## config.mk

```make
export PLATFORM = sky130hd
export DESIGN_NAME = mem_arb_rr_n
export DESIGN_NICKNAME = d
export VERILOG_FILES = /design/src/rtl/mem_arb_rr_n.sv
export SDC_FILE = /design/constraint.sdc
export NUM_CORES = 1
export LEC_CHECK = 0
export ABC_AREA = 1
export BUFFER_PORTS_ARGS = -buffer_cell sky130_fd_sc_hd__buf_2
export CAP_MARGIN = 5
export CORE_AREA = 2 2 381 383
export CTS_BUF_LIST = sky130_fd_sc_hd__clkbuf_8
export DETAILED_ROUTE_END_ITERATION = 8
export DIE_AREA = 0 0 383 385
export GPL_ROUTABILITY_DRIVEN = 0
export PLACE_DENSITY = 0.3
export SYNTH_ARGS = -nofsm -noshare
export SYNTH_HDL_FRONTEND = slang
export SYNTH_SLANG_ARGS = --single-unit
```

## constraint.sdc

```tcl
create_clock -name clk -period 2.7 [get_ports clk]
set_input_delay 0.135 -clock clk [delete_from_list [all_inputs] [get_ports clk]]
set_output_delay 0.135 -clock clk [all_outputs]
set_load 0.02 [all_outputs]
```

## src/rtl/mem_arb_rr_n.sv

```systemverilog
// mem_arb_rr_n: N-way arbiter that multiplexes NREQ memory requesters onto
// a single memory master port. It supports round-robin or fixed-priority
// selection. A requester that drops its request before completion is
// released. An optional watchdog forces release of a grant that never
// completes and reports it with a one-cycle error pulse.
module mem_arb_rr_n #(
    parameter int NREQ    = 4,
    parameter int AW      = 64,
    parameter int DW      = 64,
    parameter int MODE    = 0,
    parameter int TIMEOUT = 0,
    parameter int IW      = $clog2(NREQ)
) (
    input  logic                 clk,
    input  logic                 reset,
    input  logic [NREQ*AW-1:0]   addr_a,
    input  logic [NREQ*DW-1:0]   dout_a,
    output logic [NREQ*DW-1:0]   din_a,
    input  logic [NREQ-1:0]      req_a,
    input  logic [NREQ-1:0]      wr_a,
    output logic [NREQ-1:0]      rdy_a,
    output logic [AW-1:0]        addr_m,
    output logic [DW-1:0]        dout_m,
    input  logic [DW-1:0]        din_m,
    output logic                 req_m,
    output logic                 wr_m,
    input  logic                 rdy_m,
    output logic [IW-1:0]        gnt_idx,
    output logic                 busy,
    output logic                 timeout_err
);

    // The watchdog counter needs at least one bit, even when it is disabled.
    localparam int             WCW      = (TIMEOUT > 1) ? $clog2(TIMEOUT) : 1;
    localparam logic [WCW-1:0] WLIM     = WCW'((TIMEOUT > 0) ? TIMEOUT - 1 : 0);
    localparam logic [IW-1:0]  LAST_RST = IW'(NREQ - 1);

    typedef enum logic {
        IDLE  = 1'b0,
        GRANT = 1'b1
    } state_t;

    state_t         state_reg;
    logic [IW-1:0]  cur_reg;
    logic [IW-1:0]  last_reg;
    logic [WCW-1:0] wcnt_reg;
    logic           timeout_err_reg;

    logic [AW-1:0]  addr_arr [NREQ];
    logic [DW-1:0]  dout_arr [NREQ];
    logic [IW-1:0]  win_idx;
    logic           any_req;
    logic           sel_req;
    logic           sel_wr;
    logic           in_grant;
    int             rr_pos;

    // Unpack the requester buses, broadcast the read data and steer completions.
    generate
        for (genvar gi = 0; gi < NREQ; gi++) begin : g_slice
            assign addr_arr[gi]           = addr_a[gi*AW +: AW];
            assign dout_arr[gi]           = dout_a[gi*DW +: DW];
            assign din_a[gi*DW +: DW]     = din_m;
            assign rdy_a[gi]              = in_grant && (cur_reg == IW'(gi)) && rdy_m;
        end
    endgenerate

    assign any_req  = |req_a;
    assign in_grant = (state_reg == GRANT);
    assign sel_req  = req_a[cur_reg];
    assign sel_wr   = wr_a[cur_reg];

    assign req_m       = in_grant & sel_req;
    assign wr_m        = in_grant & sel_wr;
    assign addr_m      = addr_arr[cur_reg];
    assign dout_m      = dout_arr[cur_reg];
    assign gnt_idx     = cur_reg;
    assign busy        = in_grant;
    assign timeout_err = timeout_err_reg;

    // Pick the winner among the current requests.
    // The loops scan from the far end so the earliest candidate is assigned last and wins.
    always_comb begin
        win_idx = '0;
        rr_pos  = 0;
        if (MODE == 1) begin
            for (int k = NREQ - 1; k >= 0; k--) begin
                if (req_a[IW'(k)]) win_idx = IW'(k);
            end
        end else begin
            for (int k = NREQ; k >= 1; k--) begin
                rr_pos = (int'(last_reg) + k) % NREQ;
                if (req_a[IW'(rr_pos)]) win_idx = IW'(rr_pos);
            end
        end
    end

    // Arbitration FSM: issue a grant from IDLE and release it on completion, withdrawal or watchdog expiry.
    always_ff @(posedge clk) begin
        if (reset) begin
            state_reg       <= IDLE;
            cur_reg         <= '0;
            last_reg        <= LAST_RST;
            wcnt_reg        <= '0;
            timeout_err_reg <= 1'b0;
        end else begin
            timeout_err_reg <= 1'b0;
            case (state_reg)
                IDLE: begin
                    if (any_req) begin
                        cur_reg   <= win_idx;
                        wcnt_reg  <= '0;
                        state_reg <= GRANT;
                    end
                end
                GRANT: begin
                    if (rdy_m || !sel_req) begin
                        last_reg  <= cur_reg;
                        state_reg <= IDLE;
                    end else if ((TIMEOUT != 0) && (wcnt_reg == WLIM)) begin
                        last_reg        <= cur_reg;
                        state_reg       <= IDLE;
                        timeout_err_reg <= 1'b1;
                    end else if (wcnt_reg != WLIM) begin
                        wcnt_reg <= wcnt_reg + 1'b1;
                    end
                end
                default: state_reg <= IDLE;
            endcase
        end
    end

endmodule

```

; Yosys cells after proc, flatten, opt, wreduce, memory -nomap -nowiden
; Index checks and enable logic that the tools add are counted.
; Widths: inputs -> output; s select.
[totals]
wordCells = 63
out_inout_bits = 394
regBits = 5
input_bits = 587
[classes]
addsub = 4
magnitude_cmp = 6
mux = 29
bitwise_logic = 4
n_reduce_logical = 14
n_eq_ne = 3
[op_table]
columns = operator, count
row1 = $bmux 64 s2, 2
row2 = $mux 64, 4
row3 = $lt 2x4->1 const B, 4
row4 = $bmux 1 s2, 6
row5 = $mux 1, 12
row6 = $logic_and 1x1->1, 8
row7 = $mux 2, 4
row8 = $add 2x1->2 const B, 2
row9 = $add 2x2->2 const B, 2
row10 = $eq 2x2->1 const B, 2
row11 = $reduce_and 2->1, 2
row12 = $reduce_or 4->1, 1
row13 = $ge 3x3->1 const B, 1
row14 = $lt 2x3->1 const B, 1
row15 = $not 2->3, 1
row16 = $and 1x1->1, 2
row17 = $eq 2x1->1 const B, 1
row18 = $logic_not 2->1, 1
row19 = $pmux 1 s2, 1
row20 = $logic_not 1->1, 1
row21 = $logic_or 1x1->1, 1
row22 = $not 1->1, 1

; Logic depth before layout (Yosys ltp)
[depth]
depth_word = 8
mapped_depth = 11
mapped_depth_nobuf = 11

; Worst setup path after synthesis
; OpenSTA, ideal clock, no wires.
[synth_timing]
path_type = flip-flop to output port
start = register cur_reg[0], in the netlist gnt_idx[0]
end = output wr_m
path_stages_with_launch = 6
path_slack_ns = 1.226
t_required_ns = 2.565
n_path_buf = 1
t_arrival_ns = 1.339
path_cell_list = dfxtp_1 > nand2_1 > inv_2 > buf_4 > a22oi_1 > a21oi_1
[synth_between]
elab_chain_len = 3
[synth_lines]
columns = item, line_no
row1 = "start, declared", 44  ; logic [IW-1:0] cur_reg;
row2 = "start signal, assigned", 111  ; cur_reg <= win_idx;
row3 = $bmux 1 s2, 71  ; assign sel_wr = wr_a[cur_reg];
row4 = $mux 1 (implied by the code), 71
row5 = $and 1x1->1, 74  ; assign wr_m = in_grant & sel_wr;
row6 = "end, declared", 26  ; output logic wr_m,
; No other way between the ends. The select of a mux whose other input is x is not followed.

; Worst setup path in the final report
[layout_timing]
start = register cur_reg[0], in the netlist gnt_idx[0]
end = output addr_m[45]
[layout_between]
elab_chain_len = 4
[layout_lines]
columns = item, line_no
row1 = $not 2->3 (implied by the code), 75  ; assign addr_m = addr_arr[cur_reg];
row2 = $bmux 64 s2, 75
row3 = $mux 64 (implied by the code) (2 in series), 75
row4 = "end, declared", 22  ; output logic [AW-1:0] addr_m,
; No other way between the ends. The select of a mux whose other input is x is not followed.

==> flow_summary.yaml <==
floorplan:
  placementRows: 139
  start_util_pct: 3.65
  io_pins: 981
  die_w_um: 383
  die_h_um: 385
  core_um2: 143000
  die_area_um2: 147000
final_layout:
  final_core_util_pct: 6.29
  finalNetCount: 1787
  syn_to_final_growth_pct: 72.2
  stdcell_area_um2: 9000
  drive_gt1_share_pct: 58.0
routing:
  vias: 7848
  drt_iter0_markers: 505
  postRouteAntennaNets: 0
  wl_per_cell_um: 19.6
  viasPerCell: 2.52
  firstDrtPassIters: 5
  wirelength_mm: 61.1
  drc_errors: 0
setup_path:
  r2r_start: "gnt_idx[0]"
  worst_setup_path_start_kind: "flop"
  endpoint_kind: "output pin"
  r2r-end: "last_reg[0]"
  reg2reg_depth: 8
  path_class: "reg2out"
  cp_max_fo: 62
  r2r_slack_ps: 900
  cp.arrival_ps: 2410
  cp.required_ps: 2570
sta:
  hold_viol_final: 0
  setup_tns_ps: 0
  relSlewSlack_pct: 43.6
  worstMarginPinSlew_ps: 846
  holdWs_ps: 109
  grt_setup_unrepaired: "no"
  skew_ps: 4.05
  timing.final.crit_share_pct: 94.1
  max_clock_freq_mhz: 393
  fin_crit_ps: 2540
  setup_viol: 0
  drv_slew: 0
clocking:
  clk_pin_slew_ps: 30
  cts_setup_buffers: 0
  post_cts_resized: 0
  cts_tree: "yes"
  insertion_delay_ps: 220
  cts_made_buffers: 3
  clkSinkCount: 5
  cts_hold_buf: 0
  cts_root_buffer: "clkbuf_8"
  clock_path_buffers: 2
  htreeDepth: 1
placement:
  placed_cell_area_um2: 8920
  io_buffers: 659
  place.detailed.hpwl_mm: 55.6
run:
  maxCapViolCount: 0
logic_synthesis:
  async_reset_ff_share_pct: 0
  synthesis.nets: 1417
  synthMostInstantiatedCell: "buf_4"
  yosys_warnings: 0
  netlist-cell-type-count: 22
  yosysTopAreaCellShare_pct: 39.2
  ys_ff_latch: 5
  synthTopCellsByArea: "buf_4 (39%), a22oi_1 (31%), nand2_1 (15%)"
  synth.largest_area_cell: "buf_4"
  synthCells: 830
  synth_common_cells: "buf_4 (273), a22oi_1 (217), nand2_1 (210)"
  synthesis.area_um2: 5230
  syn_area_per_cell_um2: 6.30
  ys_seq_area_share_pct: 1.91
  synth_ff_type: "dfxtp_1"
  synth-edff-count: 0
grt:
  grt_pass1_vias: 7381
  antenna_found_initial: 67
  grt_overflow: 0
  grt_first_pass_wirelength_mm: 74.3
  grt_max_degree: 63
  gr-usage-all-layers_pct: 7.59
min_path:
  min-delay-start: "reset"
  holdPathEnd: "busy"
  hold_path.class: "in2reg"
  holdPathStages: 2
power_and_ir_drop:
  powerDensity_nw_per_um2: 430
  leakagePower_nw: 4.06
  vdd_ir_drop_max_mv: 0.183
outcome:
  status: "complete, no violations"
## cells in the final DEF (no fill, tap or decap), drive strengths merged
cell type    n
buf        679
a22oi      222
nand2      211
nand3       42
inv         17
diode       15
nor2         8
a21oi        5
dfxtp        5
clkbuf       3
nand3b       2
nand4        1
o22ai        1
o21ai        1
a41oi        1
conb         1
## where the power goes
part,switching (mW),total [mW],internal [mW]
Sequential,0.0245,0.110,0.0852
Combinational,2.45,3.63,1.18
Clock,0.0360,0.133,0.0974
Total,2.51,3.87,1.36
## per-layer routing
layer	part of all wire, %	GRT usage, %	vias up
li1	-	-	3425
met3	15	4.94	165
met2	45	12.2	675
met5	0.78	1.01	-
met1	37	8.46	3511
met4	2.0	1.11	72
## how the worst max path moves through the flow
stage,from,end,slack (ps)
2_1_floorplan,gnt_idx[0],wr_m,1230
6_report,gnt_idx[0],addr_m[45],160
3_3_place_gp,gnt_idx[0],addr_m[45],390
5_1_grt,gnt_idx[0],addr_m[45],80
3_5_place_dp,gnt_idx[0],addr_m[45],380
4_1_cts,gnt_idx[0],addr_m[45],140
## critical path, stage by stage, from the launching register on
cell	delay (ps)
dfxtp_1	490
inv_2	40
nand2_1	150
inv_6	60
buf_12	170
a22oi_1	720
nand2_1	210
buf_2	230
## kinds of logic after synthesis
group | share of synthesized area (%)
AOI/OAI and AO/OA | 33.2
buffers and inverters | 44.3
DFF | 1.91
other | 0.0717
and+or+nand+nor | 20.5
## per-stage QoR
stage	power, mW	cells	worst slack [ps]
after floorplan	2.50	830	1230
after global placement	3.85	3098	388
after detailed placement	3.84	3098	384
after CTS	3.98	3102	143
after global routing	4.16	3114	78.6
final	3.87	3117	159
## area by class of cell
cell class	instances	area, um2
diodes	15	37.5
clock buffers	3	41.3
clock inverters	1	3.75
well taps	1903	2380
repair buffers	679	3550
fillers	17100	134000
inverters	16	75.1
multi-input cells	495	2820
flip-flops and latches	5	100
Note: power is estimated with default switching activity, not from simulation.
